`src/rtl/adder_pkg.sv`:
```
// rtl/adder_pkg.sv - shared types and parameter helpers for the segmented pipelined adder
package adder_pkg;

  typedef enum logic {
    OP_ADD = 1'b0,
    OP_SUB = 1'b1
  } op_t;

  function automatic int nseg(input int width, input int seg_w);
    if (seg_w < 1 || width < seg_w) return 1;
    return width / seg_w;
  endfunction

  function automatic bit params_ok(input int width, input int seg_w);
    return (seg_w >= 1) && (width >= seg_w) && ((width % seg_w) == 0);
  endfunction

endpackage

```
`src/rtl/seg_adder.sv`:
```
// rtl/seg_adder.sv - combinational SEG_W-bit ripple adder segment
module seg_adder #(
  parameter int SEG_W = 4
) (
  input  logic [SEG_W-1:0] a,
  input  logic [SEG_W-1:0] b,
  input  logic             cin,
  output logic [SEG_W-1:0] sum,
  output logic             cout,
  output logic             cmsb
);

  logic c;

  always_comb begin
    sum  = '0;
    cmsb = 1'b0;
    c    = cin;
    for (int i = 0; i < SEG_W; i++) begin
      if (i == SEG_W - 1) cmsb = c;
      sum[i] = a[i] ^ b[i] ^ c;
      c      = (a[i] & b[i]) | (c & (a[i] ^ b[i]));
    end
    cout = c;
  end

endmodule

```
`src/rtl/pipe_adder.sv`:
```
// rtl/pipe_adder.sv - segmented pipelined add/sub with a global-stall valid/ready pipeline
module pipe_adder
  import adder_pkg::*;
#(
  parameter int WIDTH = 16,
  parameter int SEG_W = 4
) (
  input  logic             clk,
  input  logic             rst_n,
  input  logic             in_valid,
  output logic             in_ready,
  input  logic [WIDTH-1:0] in_a,
  input  logic [WIDTH-1:0] in_b,
  input  op_t              in_op,
  output logic             out_valid,
  input  logic             out_ready,
  output logic [WIDTH-1:0] out_sum,
  output logic             out_cout,
  output logic             out_ovf
);

  localparam int NSEG = nseg(WIDTH, SEG_W);

  if (!params_ok(WIDTH, SEG_W)) begin : g_param_check
    $error("pipe_adder: WIDTH must be a multiple of SEG_W and SEG_W >= 1");
  end

  logic                       advance;
  logic [NSEG-1:0]            valid_q;
  logic [NSEG-1:0]            carry_q;
  logic [NSEG-1:0][WIDTH-1:0] sum_q;
  logic [NSEG-1:0][WIDTH-1:0] a_q;
  logic [NSEG-1:0][WIDTH-1:0] b_q;
  logic                       ovf_q;

  // Every stage moves together; a full-but-draining pipe still accepts.
  assign advance  = !out_valid || out_ready;
  assign in_ready = advance;

  for (genvar k = 0; k < NSEG; k++) begin : g_stage
    logic [WIDTH-1:0] src_a;
    logic [WIDTH-1:0] src_b;
    logic [WIDTH-1:0] src_sum;
    logic [WIDTH-1:0] nxt_sum;
    logic             src_v;
    logic             src_c;
    logic [SEG_W-1:0] seg_s;
    logic             seg_co;
    logic             seg_cm;

    if (k == 0) begin : g_first
      // Subtraction is A + ~B + 1, with the +1 entering as stage-0 carry-in.
      assign src_a   = in_a;
      assign src_b   = in_b ^ {WIDTH{in_op == OP_SUB}};
      assign src_c   = (in_op == OP_SUB);
      assign src_v   = in_valid;
      assign src_sum = '0;
    end else begin : g_next
      assign src_a   = a_q[k-1];
      assign src_b   = b_q[k-1];
      assign src_c   = carry_q[k-1];
      assign src_v   = valid_q[k-1];
      assign src_sum = sum_q[k-1];
    end

    seg_adder #(
      .SEG_W(SEG_W)
    ) u_seg (
      .a   (src_a[k*SEG_W +: SEG_W]),
      .b   (src_b[k*SEG_W +: SEG_W]),
      .cin (src_c),
      .sum (seg_s),
      .cout(seg_co),
      .cmsb(seg_cm)
    );

    always_comb begin
      nxt_sum                    = src_sum;
      nxt_sum[k*SEG_W +: SEG_W]  = seg_s;
    end

    always_ff @(posedge clk) begin
      if (!rst_n) begin
        valid_q[k] <= 1'b0;
        carry_q[k] <= 1'b0;
        sum_q[k]   <= '0;
        a_q[k]     <= '0;
        b_q[k]     <= '0;
      end else if (advance) begin
        valid_q[k] <= src_v;
        carry_q[k] <= seg_co;
        sum_q[k]   <= nxt_sum;
        a_q[k]     <= src_a;
        b_q[k]     <= src_b;
      end
    end

    if (k == NSEG - 1) begin : g_last
      always_ff @(posedge clk) begin
        if (!rst_n) begin
          ovf_q <= 1'b0;
        end else if (advance) begin
          ovf_q <= seg_cm ^ seg_co;
        end
      end
    end else begin : g_mid
      logic unused_cm;
      assign unused_cm = seg_cm;
    end
  end

  // The final stage's operand copies are fully consumed; nothing downstream reads them.
  logic unused_last_ops;
  assign unused_last_ops = ^{a_q[NSEG-1], b_q[NSEG-1]};

  assign out_valid = valid_q[NSEG-1];
  assign out_sum   = sum_q[NSEG-1];
  assign out_cout  = carry_q[NSEG-1];
  assign out_ovf   = ovf_q;

endmodule

```
`config.mk`:
```
export PLATFORM = sky130hd
export DESIGN_NAME = pipe_adder
export DESIGN_NICKNAME = d
export VERILOG_FILES = /design/src/rtl/adder_pkg.sv /design/src/rtl/seg_adder.sv /design/src/rtl/pipe_adder.sv
export SDC_FILE = /design/constraint.sdc
export NUM_CORES = 1
export LEC_CHECK = 0
export ABC_CLOCK_PERIOD_IN_PS = 3450
export BUFFER_PORTS_ARGS = -buffer_cell sky130_fd_sc_hd__buf_2
export CORE_ASPECT_RATIO = 1.25
export CORE_UTILIZATION = 45
export CTS_CLUSTER_DIAMETER = 150
export DETAILED_ROUTE_END_ITERATION = 7
export MAX_ROUTING_LAYER = met4
export PLACE_DENSITY_LB_ADDON = 0.08
export SLEW_MARGIN = 20
export SYNTH_ARGS = -nofsm -noshare
export SYNTH_HDL_FRONTEND = slang
export SYNTH_SLANG_ARGS = --single-unit
```
`constraint.sdc`:
```
create_clock -name clk -period 3.45 [get_ports clk]
set_clock_uncertainty 0.15 [all_clocks]
set_input_delay 0.5175 -clock clk [delete_from_list [all_inputs] [get_ports clk]]
set_output_delay 0.5175 -clock clk [all_outputs]
set_load 0.01 [all_outputs]
```
==> impl_summary.txt, run 1 <==
----------------------------------------------------
[Worst hold path]
  Hold path cells ... 3
  Worst Hold Endpoint ... g_stage[1].src_a[15]$_SDFFE_PN0P_
  HP Start ... in_a[15]
  Classification of the worst-slack hold path ... input pin to flop

[GRT]
  Total GRT Usage ... 0.179
  Total global routing overflow ... 0
  Global-route met3 utilization ... 0.0227
  Via count of the first global-routing pass ... 2879
  GRT met2 Usage ... 0.306
  Wire length of the first global-routing pass ... 12.8 mm
  Initial antenna violation count ... 0
  Most utilized layer in the global route result ... met2
  Maximum number of pins on one net before global-route repair ... 75
  Routing usage on met1 ... 0.209

[Routing]
  Average via count per standard cell ... 4.74
  Remaining design rule violation count ... 0
  Count of TritonRoute iterations in the first routing pass ... 4
  Routed vias ... 2937
  Remaining number of nets flagged by the antenna check after routing ... 0
  Number of DRC markers after the initial detailed-route iteration ... 89
  Per-cell routed wire length ... 11.7 um
  Detailed-route wire length ... 7.28 mm

[Final layout]
  Post-route core utilization ... 0.525
  Top library cells by usage in the layout, fill and taps aside ... sky130_fd_sc_hd__nand2_1 (155), sky130_fd_sc_hd__dfxtp_1 (97), sky130_fd_sc_hd__buf_2 (56)
  Total number of nets in the final design ... 547
  Post-route cell area ... 4590 um^2
  Share of cells above drive strength 1 ... 0.176
  Leading cell type in the layout, fill and taps excluded ... sky130_fd_sc_hd__nand2_1
  Fill cells ... 890
  Antenna diodes ... 0
  Syn-to-layout area delta ... 11.8%
  Finished Layout Cells ... 620

[Timing]
  Sum of negative setup slack ... 0 ns
  Measured slew at the worst slew-check pin ... 0.776 ns
  Fin. max-slew vios ... 0
  Count of final hold-check violations ... 0
  RSZ-0062 raised after global routing ... no
  Total setup violations reported at the end of the flow ... 0
  Crit path setup slack, layout ... 1.08 ns
  Max Clock Freq ... 0.423 GHz
  Smallest hold slack ... 0.244 ns
  Tcrit/Tclk final ... 0.686
  Slew HR ... 0.483
  Final min period ... 2.37 ns

[CTS]
  Clock root buffer ... sky130_fd_sc_hd__clkbuf_8
  Number of buffers on the longest clock path ... 2
  Total CTS buffers ... 9
  Number of post-CTS setup repair buffers ... 0
  Post-cts sizing count ... 0
  Clock insertion delay at the later pin of the skew report ... 0.36 ns
  Number of hold buffers added after cts ... 0
  Number of H-tree levels ... 3
  CTS tree ... yes
  Count of clock tree sinks ... 97
  Clock slew seen by the registers of the worst setup and hold paths ... 0.09 ns

[Worst setup path]
  Type of element capturing the critical path ... flop
  Kind of start point of the critical path ... flop
  Number of cells traversed by the worst register-to-register path ... 9
  WP data arrival ... 2.53 ns
  Flop-to-flop setup slack ... 1.08 ns
  Crit Path Category ... flop to flop
  Highest net fanout along the worst path ... 2
  Capturing point of the worst reg2reg path ... out_sum[15]$_SDFFE_PN0P_
  Origin of the critical flop-to-flop path ... g_stage[3].src_a[12]$_SDFFE_PN0P_
  Data required time at the worst endpoint ... 3.61 ns

[Placement]
  Last weighted congestion value of the routability-driven placer ... 0.726
  Pre-CTS worst setup slack ... 0.773 ns
  Count of buffers inserted at the top-level ports ... 56
  Cell total after placement ... 603
  Area after detailed placement ... 4400 um^2
  Placed wire-length estimate after detailed placement ... 4.69 mm

[Synth]
  Share of synthesized area occupied by flip-flops and latches ... 0.473
  Post-Synthesis Cells ... 455
  Ys Warns ... 0
  Syn Area/Cell ... 9.03 um^2
  Synthesized cell area ... 4110 um^2
  Biggest area consumer among synthesized cells ... sky130_fd_sc_hd__dfxtp_1
  Share of the synthesized area in the top cell type ... 0.473
  Leading cell types by total area after synthesis ... sky130_fd_sc_hd__dfxtp_1 (47%), sky130_fd_sc_hd__nand2_1 (14%), sky130_fd_sc_hd__fa_1 (7.3%)
  Yosys cell types ... 21
  Seq cells post-synth ... 97
  Syn nets ... 507

[Pwr]
  Total power of the final layout ... 2.11 mW
  Cell area power density ... 459 nW/um^2
  Worst vdd rail ir drop ... 0.000241 V
  Leak ... 1.96 nW

[Die]
  Number of top-level pins ... 57
  Core Box Area ... 8750 um^2
  Die span in y ... 109 um
  Die extent in x ... 87.5 um
  Number of rows created at floorplan ... 38
  Starting density of the core ... 0.470
  Die area ... 9520 um^2

[Run]
  MaxCap Viol Count ... 0

[Status]
  Status ... finished clean

----------------------------------------------------
## state kept, by name, summed over array words and instances, names as in the netlist
signal / cells
g_stage.src_a: 24
g_stage.src_b: 24
g_stage.src_sum: 24
out_sum: 16
g_stage.src_c: 3
g_stage.src_v: 3
out_cout: 1
out_ovf: 1
out_valid: 1
## how the worst max path moves through the flow
| stage | start | endpoint | slack (ns) | cells after the start |
|---|---|---|---|---|
| floorplan | in_op | g_stage[1].src_sum[3]$_SDFFE_PN0P_ | 0.88 | 10 |
| global placement | in_op | g_stage[1].src_sum[3]$_SDFFE_PN0P_ | 0.83 | 9 |
| detailed placement | in_op | g_stage[1].src_sum[3]$_SDFFE_PN0P_ | 0.77 | 9 |
| CTS | g_stage[3].src_a[12]$_SDFFE_PN0P_ | out_sum[15]$_SDFFE_PN0P_ | 1.04 | 9 |
| global route | g_stage[3].src_a[12]$_SDFFE_PN0P_ | out_sum[15]$_SDFFE_PN0P_ | 0.93 | 9 |
| finish | g_stage[3].src_a[12]$_SDFFE_PN0P_ | out_sum[15]$_SDFFE_PN0P_ | 1.08 | 9 |
## Yosys cell counts
cell,instances
sky130_fd_sc_hd__buf_6,2
sky130_fd_sc_hd__fa_1,15
sky130_fd_sc_hd__xor2_1,2
sky130_fd_sc_hd__mux2_2,1
sky130_fd_sc_hd__a21boi_2,10
sky130_fd_sc_hd__buf_4,10
sky130_fd_sc_hd__a21oi_1,13
sky130_fd_sc_hd__o211a_1,10
sky130_fd_sc_hd__xnor2_1,15
sky130_fd_sc_hd__o21a_1,1
sky130_fd_sc_hd__inv_1,24
sky130_fd_sc_hd__a21boi_1,27
sky130_fd_sc_hd__clkbuf_1,10
sky130_fd_sc_hd__inv_2,1
sky130_fd_sc_hd__nand2_1,155
sky130_fd_sc_hd__buf_2,11
sky130_fd_sc_hd__o21ai_0,13
sky130_fd_sc_hd__a21boi_0,35
sky130_fd_sc_hd__nand3_1,2
sky130_fd_sc_hd__nor2b_4,1
sky130_fd_sc_hd__dfxtp_1,97
## power by group
group | leakage [nW] | internal [mW] | switching [mW] | total [mW]
registers | 0.797 | 1.19 | 0.0354 | 1.23
logic | 1.08 | 0.105 | 0.109 | 0.214
clock network | 0.0867 | 0.302 | 0.366 | 0.668
## kinds of logic after synthesis
logic type	count (synthesis)	synth area share
flops	97	0.473
xor+xnor	17	0.0362
mux	1	0.00274
fa+ha+maj	15	0.0731
buf+inv	58	0.0691
compound gates	109	0.199
simple gates	158	0.147
## area by class of cell
cell class	count	area (um^2)	share of cell area
repair buffers	62	350	0.0763
flip-flops and latches	97	1940	0.423
clock inverters	2	12.5	0.00272
inverters	25	95.1	0.0207
clock buffers	14	163	0.0354
well taps	120	150	0.0327
multi-input cells	300	1880	0.410
## layer usage
layer / up-vias / wire length [um]
met5: - / 0
met4: 0 / 161
met3: 12 / 158
met2: 35 / 3540
met1: 1365 / 3420
li1: 1525 / -
## worst max-delay path, cell delays in order, from the launching register on
cell	delay (ns)
sky130_fd_sc_hd__dfxtp_1	0.34
sky130_fd_sc_hd__fa_1	0.42
sky130_fd_sc_hd__inv_1	0.07
sky130_fd_sc_hd__fa_1	0.15
sky130_fd_sc_hd__inv_1	0.05
sky130_fd_sc_hd__fa_1	0.43
sky130_fd_sc_hd__inv_1	0.10
sky130_fd_sc_hd__fa_1	0.40
sky130_fd_sc_hd__nand2_1	0.07
sky130_fd_sc_hd__o211a_1	0.14
Note: power is estimated with default switching activity, not from simulation.
==> run 2, diff against run 1 <==
--- a/config.mk
+++ b/config.mk
@@ -5,7 +5,7 @@
 export SDC_FILE = /design/constraint.sdc
 export NUM_CORES = 1
 export LEC_CHECK = 0
-export ABC_CLOCK_PERIOD_IN_PS = 3450
+export ABC_CLOCK_PERIOD_IN_PS = 2300
 export BUFFER_PORTS_ARGS = -buffer_cell sky130_fd_sc_hd__buf_2
 export CORE_ASPECT_RATIO = 1.25
 export CORE_UTILIZATION = 45
==> constraint.sdc (replaced) <==
create_clock -name clk -period 2.3 [get_ports clk]
set_clock_uncertainty 0.15 [all_clocks]
set_input_delay 0.345 -clock clk [delete_from_list [all_inputs] [get_ports clk]]
set_output_delay 0.345 -clock clk [all_outputs]
set_load 0.01 [all_outputs]
==> run 2 against run 1 <==
Effect of this change:
- design area rose by 2.0%
- utilization rose by 1.0 points
- non-clock buffer count rose by 3
- critical path depth did not move
- clock-buffer cell count fell by 2
- highest routed layer unchanged
==> impl_summary.txt, run 2 (same netlist as run 1, synthesis figures left out) <==
----------------------------------------------------
[Pwr]
  Total power of the final layout ... 3.37 mW
  Clock group share of total power ... 0.357
  Worst vdd rail ir drop ... 0.000432 V
  Sequential share of power ... 0.547
  Leak ... 1.99 nW
  Cell area power density ... 719 nW/um^2
  Switching Power ... 775 uW
  Proportion of total power due to net switching ... 0.230
  Comb pwr share ... 0.096
  Cell-internal power ... 2.59 mW

[Placement]
  Cell total after placement ... 607
  Count of buffers inserted at the top-level ports ... 56
  Placed wire-length estimate after detailed placement ... 4.63 mm
  Last weighted congestion value of the routability-driven placer ... 0.790
  Area after detailed placement ... 4440 um^2

[Timing]
  Smallest hold slack ... 0.0804 ns
  RSZ-0062 raised after global routing ... yes
  Fin. max-slew vios ... 0
  Final min period ... 2.23 ns
  Slew HR ... 0.487
  Measured slew at the worst slew-check pin ... 0.770 ns
  Tcrit/Tclk final ... 0.971
  Count of final hold-check violations ... 0
  Total setup violations reported at the end of the flow ... 0
  Max Clock Freq ... 0.448 GHz

[Routing]
  Average via count per standard cell ... 4.70
  Per-cell routed wire length ... 11.6 um
  Count of TritonRoute iterations in the first routing pass ... 4
  Detailed-route wire length ... 7.26 mm
  Number of DRC markers after the initial detailed-route iteration ... 144
  Remaining design rule violation count ... 0
  Routed vias ... 2929
  Remaining number of nets flagged by the antenna check after routing ... 0

[Worst setup path]
  Origin of the critical flop-to-flop path ... g_stage[3].src_a[12]$_SDFFE_PN0P_
  Type of element capturing the critical path ... flop
  Highest net fanout along the worst path ... 2
  Kind of start point of the critical path ... flop
  CP Launch Point ... g_stage[3].src_a[12]$_SDFFE_PN0P_
  Data required time at the worst endpoint ... 2.45 ns
  WP data arrival ... 2.38 ns
  Crit Path Category ... flop to flop
  Number of cells traversed by the worst register-to-register path ... 9
  Flop-to-flop setup slack ... 0.07 ns

[Final layout]
  Post-route cell area ... 4690 um^2
  Antenna diodes ... 0
  Syn-to-layout area delta ... 14.1%
  Total number of nets in the final design ... 550
  Top library cells by usage in the layout, fill and taps aside ... sky130_fd_sc_hd__nand2_1 (155), sky130_fd_sc_hd__dfxtp_1 (93), sky130_fd_sc_hd__buf_2 (56)
  Leading cell type in the layout, fill and taps excluded ... sky130_fd_sc_hd__nand2_1
  Share of cells above drive strength 1 ... 0.213
  Finished Layout Cells ... 623

[Worst hold path]
  HP Start ... in_a[15]
  Classification of the worst-slack hold path ... input pin to flop
  Hold path cells ... 3

[CTS]
  Number of H-tree levels ... 3
  Count of clock tree sinks ... 97
  Number of buffers on the longest clock path ... 2
  Total CTS buffers ... 9
  Clock insertion delay at the later pin of the skew report ... 0.35 ns
  Clock root buffer ... sky130_fd_sc_hd__clkbuf_8
  Clock slew seen by the registers of the worst setup and hold paths ... 0.09 ns
  CTS tree ... yes
  Number of post-CTS setup repair buffers ... 0

[Run]
  MaxCap Viol Count ... 0

[GRT]
  Total global routing overflow ... 0
  Via count of the first global-routing pass ... 2922
  Wire length of the first global-routing pass ... 12.6 mm
  Maximum number of pins on one net before global-route repair ... 99
  Initial antenna violation count ... 0
  Total GRT Usage ... 0.174

[Status]
  Status ... finished clean

[Die]
  Number of rows created at floorplan ... 38
  Starting density of the core ... 0.470
  Die area ... 9520 um^2
  Die extent in x ... 87.5 um
  Number of top-level pins ... 57
  Die span in y ... 109 um
  Core Box Area ... 8750 um^2

----------------------------------------------------
## run 2: changes by cell type in the layout (fill, tap and decap cells not counted)
| cell | before | now |
|---|---|---|
| sky130_fd_sc_hd__clkbuf_8 | 11 | 10 |
| sky130_fd_sc_hd__fa_2 | 0 | 7 |
| sky130_fd_sc_hd__bufinv_16 | 0 | 2 |
| sky130_fd_sc_hd__inv_2 | 0 | 4 |
| sky130_fd_sc_hd__inv_1 | 24 | 20 |
| sky130_fd_sc_hd__clkinv_2 | 2 | 1 |
| sky130_fd_sc_hd__buf_4 | 4 | 7 |
| sky130_fd_sc_hd__dfxtp_2 | 0 | 4 |
| sky130_fd_sc_hd__dfxtp_1 | 97 | 93 |
| sky130_fd_sc_hd__clkinv_4 | 0 | 1 |
| sky130_fd_sc_hd__clkbuf_1 | 3 | 2 |
| sky130_fd_sc_hd__fa_1 | 15 | 8 |
## run 2: layer usage
| metal | vias up | GRT usage | wire, um |
|---|---|---|---|
| met5 | - | - | 0 |
| met4 | 0 | 0.0761 | 141 |
| met3 | 12 | 0.0257 | 158 |
| met2 | 36 | 0.298 | 3500 |
| met1 | 1351 | 0.202 | 3450 |
| li1 | 1530 | - | - |
## run 2: worst max-delay path, cell delays in order, from the launching register on
cell and delay [ns]:
sky130_fd_sc_hd__dfxtp_2 0.34, sky130_fd_sc_hd__fa_1 0.40, sky130_fd_sc_hd__inv_1 0.07, sky130_fd_sc_hd__fa_1 0.15
sky130_fd_sc_hd__inv_1 0.05, sky130_fd_sc_hd__fa_2 0.35, sky130_fd_sc_hd__inv_2 0.06, sky130_fd_sc_hd__fa_1 0.40
sky130_fd_sc_hd__nand2_1 0.07, sky130_fd_sc_hd__o211a_1 0.14
## run 2: area by class of cell
class	instances	area [um^2]
fill	899	4060
sequential	97	1950
multi-input combinational	300	1900
timing repair buffer	65	373
tap	120	150
clock buffer	12	145
inverter	25	95.1
clock inverter	4	76.3
## run 2: through the flow
| step | util | setup WS (ns) | TNS [ns] |
|---|---|---|---|
| after floorplan | - | 0.0114 | 0 |
| after global placement | 0.508 | 0.0168 | 0 |
| after detailed placement | 0.508 | -0.0228 | -0.0228 |
| after CTS | 0.534 | 0.0135 | 0 |
| after global routing | 0.536 | -0.0154 | -0.0245 |
| final | 0.536 | 0.0670 | 0 |
## run 2: worst paths after layout
path | end
hold reg to reg | g_stage[2].src_a[11]$_SDFFE_PN0P_
setup / recovery | out_sum[15]$_SDFFE_PN0P_
hold / removal | g_stage[1].src_a[15]$_SDFFE_PN0P_
setup reg to reg | out_sum[15]$_SDFFE_PN0P_
## run 2: power groups by stage
stage | combinational (mW) | sequential [mW] | clock [mW]
detailed placement | 0.328 | 1.88 | 0
CTS | 0.331 | 1.84 | 1.25
global placement | 0.323 | 1.88 | 0
finish | 0.324 | 1.84 | 1.20
global route | 0.375 | 1.86 | 1.31
floorplan | 0.228 | 1.87 | 0
## run 2: what timing repair did
action,CTS,global route
setup endpoints to repair,1,4
hold buffers,0,0
resized for setup,1,13
gates cloned,0,0
pin swaps,0,2
==> run 3, diff against run 2 <==
--- a/config.mk
+++ b/config.mk
@@ -8,7 +8,7 @@
 export ABC_CLOCK_PERIOD_IN_PS = 2300
 export BUFFER_PORTS_ARGS = -buffer_cell sky130_fd_sc_hd__buf_2
 export CORE_ASPECT_RATIO = 1.25
-export CORE_UTILIZATION = 45
+export CORE_UTILIZATION = 57
 export CTS_CLUSTER_DIAMETER = 150
 export DETAILED_ROUTE_END_ITERATION = 7
 export MAX_ROUTING_LAYER = met4
@@ -17,3 +17,4 @@
 export SYNTH_ARGS = -nofsm -noshare
 export SYNTH_HDL_FRONTEND = slang
 export SYNTH_SLANG_ARGS = --single-unit
+export TNS_END_PERCENT = 1
==> run 3 against run 2 <==
Effect of this change:
- clock power about the same
- sequential cell count unchanged
- non-clock buffer count decreased by 1
- clock-buffer cell count decreased by 1
- cell count decreased by 5.0%
- combinational power about the same
- setup slack improved by 0.0065 ns
- routed wire length decreased by 1.9%
- via count decreased by 0.82%
- sequential power about the same
- maximum frequency increased by 0.29%
==> impl_summary.txt, run 3 (same netlist as run 1, synthesis figures left out) <==
----------------------------------------------------
[Routing]
  Detailed-route wire length ... 7.12 mm
  Uppermost layer routed ... met4
  Sum of met3 wire segment lengths after detailed routing ... 166 um
  Count of TritonRoute iterations in the first routing pass ... 4
  Per-cell routed wire length ... 12.0 um
  Wire length the detailed router placed on met1 ... 3.38 mm
  Routed wire length on met2 ... 3.44 mm
  Average via count per standard cell ... 4.91
  Routed vias ... 2905
  Remaining design rule violation count ... 0
  Number of DRC markers after the initial detailed-route iteration ... 114
  Remaining number of nets flagged by the antenna check after routing ... 0

[Die]
  Die area ... 7550 um^2
  Starting density of the core ... 0.589
  Core Box Area ... 6980 um^2
  Number of top-level pins ... 57
  Die span in y ... 96.9 um
  Die extent in x ... 77.9 um
  Number of rows created at floorplan ... 34

[CTS]
  Total CTS buffers ... 9
  Number of post-CTS setup repair buffers ... 0
  Number of H-tree levels ... 3
  Clock root buffer ... sky130_fd_sc_hd__clkbuf_8
  Number of buffers on the longest clock path ... 2
  CTS tree ... yes
  Clock slew seen by the registers of the worst setup and hold paths ... 0.09 ns
  Count of clock tree sinks ... 97
  Clock insertion delay at the later pin of the skew report ... 0.35 ns

[Worst setup path]
  Data required time at the worst endpoint ... 2.44 ns
  Type of element capturing the critical path ... flop
  Worst path top cell family by delay ... adder cells
  Highest net fanout along the worst path ... 2
  Slowest cell delay on critical path ... 0.41 ns
  WP data arrival ... 2.37 ns
  Kind of start point of the critical path ... flop
  Slowest cell on the critical path ... sky130_fd_sc_hd__fa_1
  Critical path cell sequence ... fa_2 -> inv_2 -> fa_2 -> inv_2 -> fa_2 -> inv_2 -> fa_1 -> nand2_1 -> o211a_1
  Buf+Inv Stages, Crit Path ... 3
  Crit Path Category ... flop to flop

[Final layout]
  Share of cells above drive strength 1 ... 0.227
  Finished Layout Cells ... 592
  Post-route cell area ... 4670 um^2
  Leading cell type in the layout, fill and taps excluded ... sky130_fd_sc_hd__nand2_1
  Antenna diodes ... 0
  Syn-to-layout area delta ... 13.6%
  Top library cells by usage in the layout, fill and taps aside ... sky130_fd_sc_hd__nand2_1 (155), sky130_fd_sc_hd__dfxtp_1 (91), sky130_fd_sc_hd__buf_2 (56)
  Total number of nets in the final design ... 549

[Status]
  Status ... finished clean

[Placement]
  Count of buffers inserted at the top-level ports ... 56
  Pre-CTS worst setup slack ... -0.0337 ns
  Area after detailed placement ... 4410 um^2
  Last weighted congestion value of the routability-driven placer ... 0.754
  Placed wire-length estimate after detailed placement ... 4.61 mm
  Cell total after placement ... 576

[Pwr]
  Total power of the final layout ... 3.40 mW
  Cell area power density ... 729 nW/um^2
  Leak ... 1.99 nW
  Worst vdd rail ir drop ... 0.000459 V

[Worst hold path]
  Classification of the worst-slack hold path ... input pin to flop

[Timing]
  Max Clock Freq ... 0.449 GHz
  RSZ-0062 raised after global routing ... yes
  Crit path setup slack, layout ... 0.0734 ns
  Sum of negative setup slack ... 0 ns
  Fin. max-slew vios ... 0
  Count of final hold-check violations ... 0
  Tcrit/Tclk final ... 0.968
  Measured slew at the worst slew-check pin ... 0.740 ns
  Final min period ... 2.23 ns
  Slew HR ... 0.507
  Total setup violations reported at the end of the flow ... 0

[GRT]
  Total GRT Usage ... 0.211
  Wire length of the first global-routing pass ... 12.3 mm
  Initial antenna violation count ... 0
  Maximum number of pins on one net before global-route repair ... 75
  Total global routing overflow ... 0
  Via count of the first global-routing pass ... 2861

[Run]
  MaxCap Viol Count ... 0

----------------------------------------------------
==> run 3: cell types whose count changed in the layout (fill, tap and decap cells not counted), sizes merged <==
| cell | previous run | this run |
|---|---|---|
| buf | 65 | 64 |
| clkinv | 2 | 3 |
| clkbuf | 12 | 11 |
==> run 3: power breakdown <==
part / internal, mW / total [mW] / switching, mW
clock: 0.668 / 1.23 / 0.565
combinational: 0.161 / 0.324 / 0.163
sequential: 1.79 / 1.84 / 0.0578
total: 2.62 / 3.40 / 0.786
==> run 3: path summary, 6_finish.rpt <==
| kind | startpoint | end | slack, ns | depth (start not counted) |
|---|---|---|---|---|
| max reg2reg | g_stage[1].src_a[4]$_SDFFE_PN0P_ | g_stage[2].src_sum[7]$_SDFFE_PN0P_ | 0.07 | 9 |
| min | in_a[15] | g_stage[1].src_a[15]$_SDFFE_PN0P_ | 0.08 | 3 |
| min reg2reg | out_sum[9]$_SDFFE_PN0P_ | out_sum[9]$_SDFFE_PN0P_ | 0.30 | 2 |
| max | g_stage[1].src_a[4]$_SDFFE_PN0P_ | g_stage[2].src_sum[7]$_SDFFE_PN0P_ | 0.07 | 9 |
==> run 3: area by class of cell <==
type / count / area (um^2)
clock inverter: 5 / 77.6
tap: 90 / 113
timing repair buffer: 64 / 378
sequential: 97 / 1950
fill: 610 / 2310
inverter: 25 / 95.1
multi-input combinational: 300 / 1900
clock buffer: 11 / 151
==> run 3: tightest hold or removal path, cell delays in order <==
cell	delay (ns)
sky130_fd_sc_hd__buf_2	0.09
sky130_fd_sc_hd__nand2_1	0.05
sky130_fd_sc_hd__a21boi_1	0.05
==> run 3: timing repair <==
action                     in CTS  in global routing
setup endpoints to repair       1                  4
pin swaps                       0                  4
hold buffers                    0                  0
gates resized for setup         1                 19
==> run 3: metrics by stage <==
step / util / hold WS [ns]
3_5_place_dp: 0.632 / 0.289
5_1_grt: 0.669 / 0.0758
6_report: 0.669 / 0.0812
3_3_place_gp: 0.632 / 0.287
4_1_cts: 0.666 / 0.0640
2_1_floorplan: - / 0.281
==> run 3: metal layers <==
metal / vias to the layer above / GRT usage
met5: - / -
met4: 0 / 0.0940
met3: 11 / 0.0311
met2: 43 / 0.346
met1: 1327 / 0.255
li1: 1524 / -
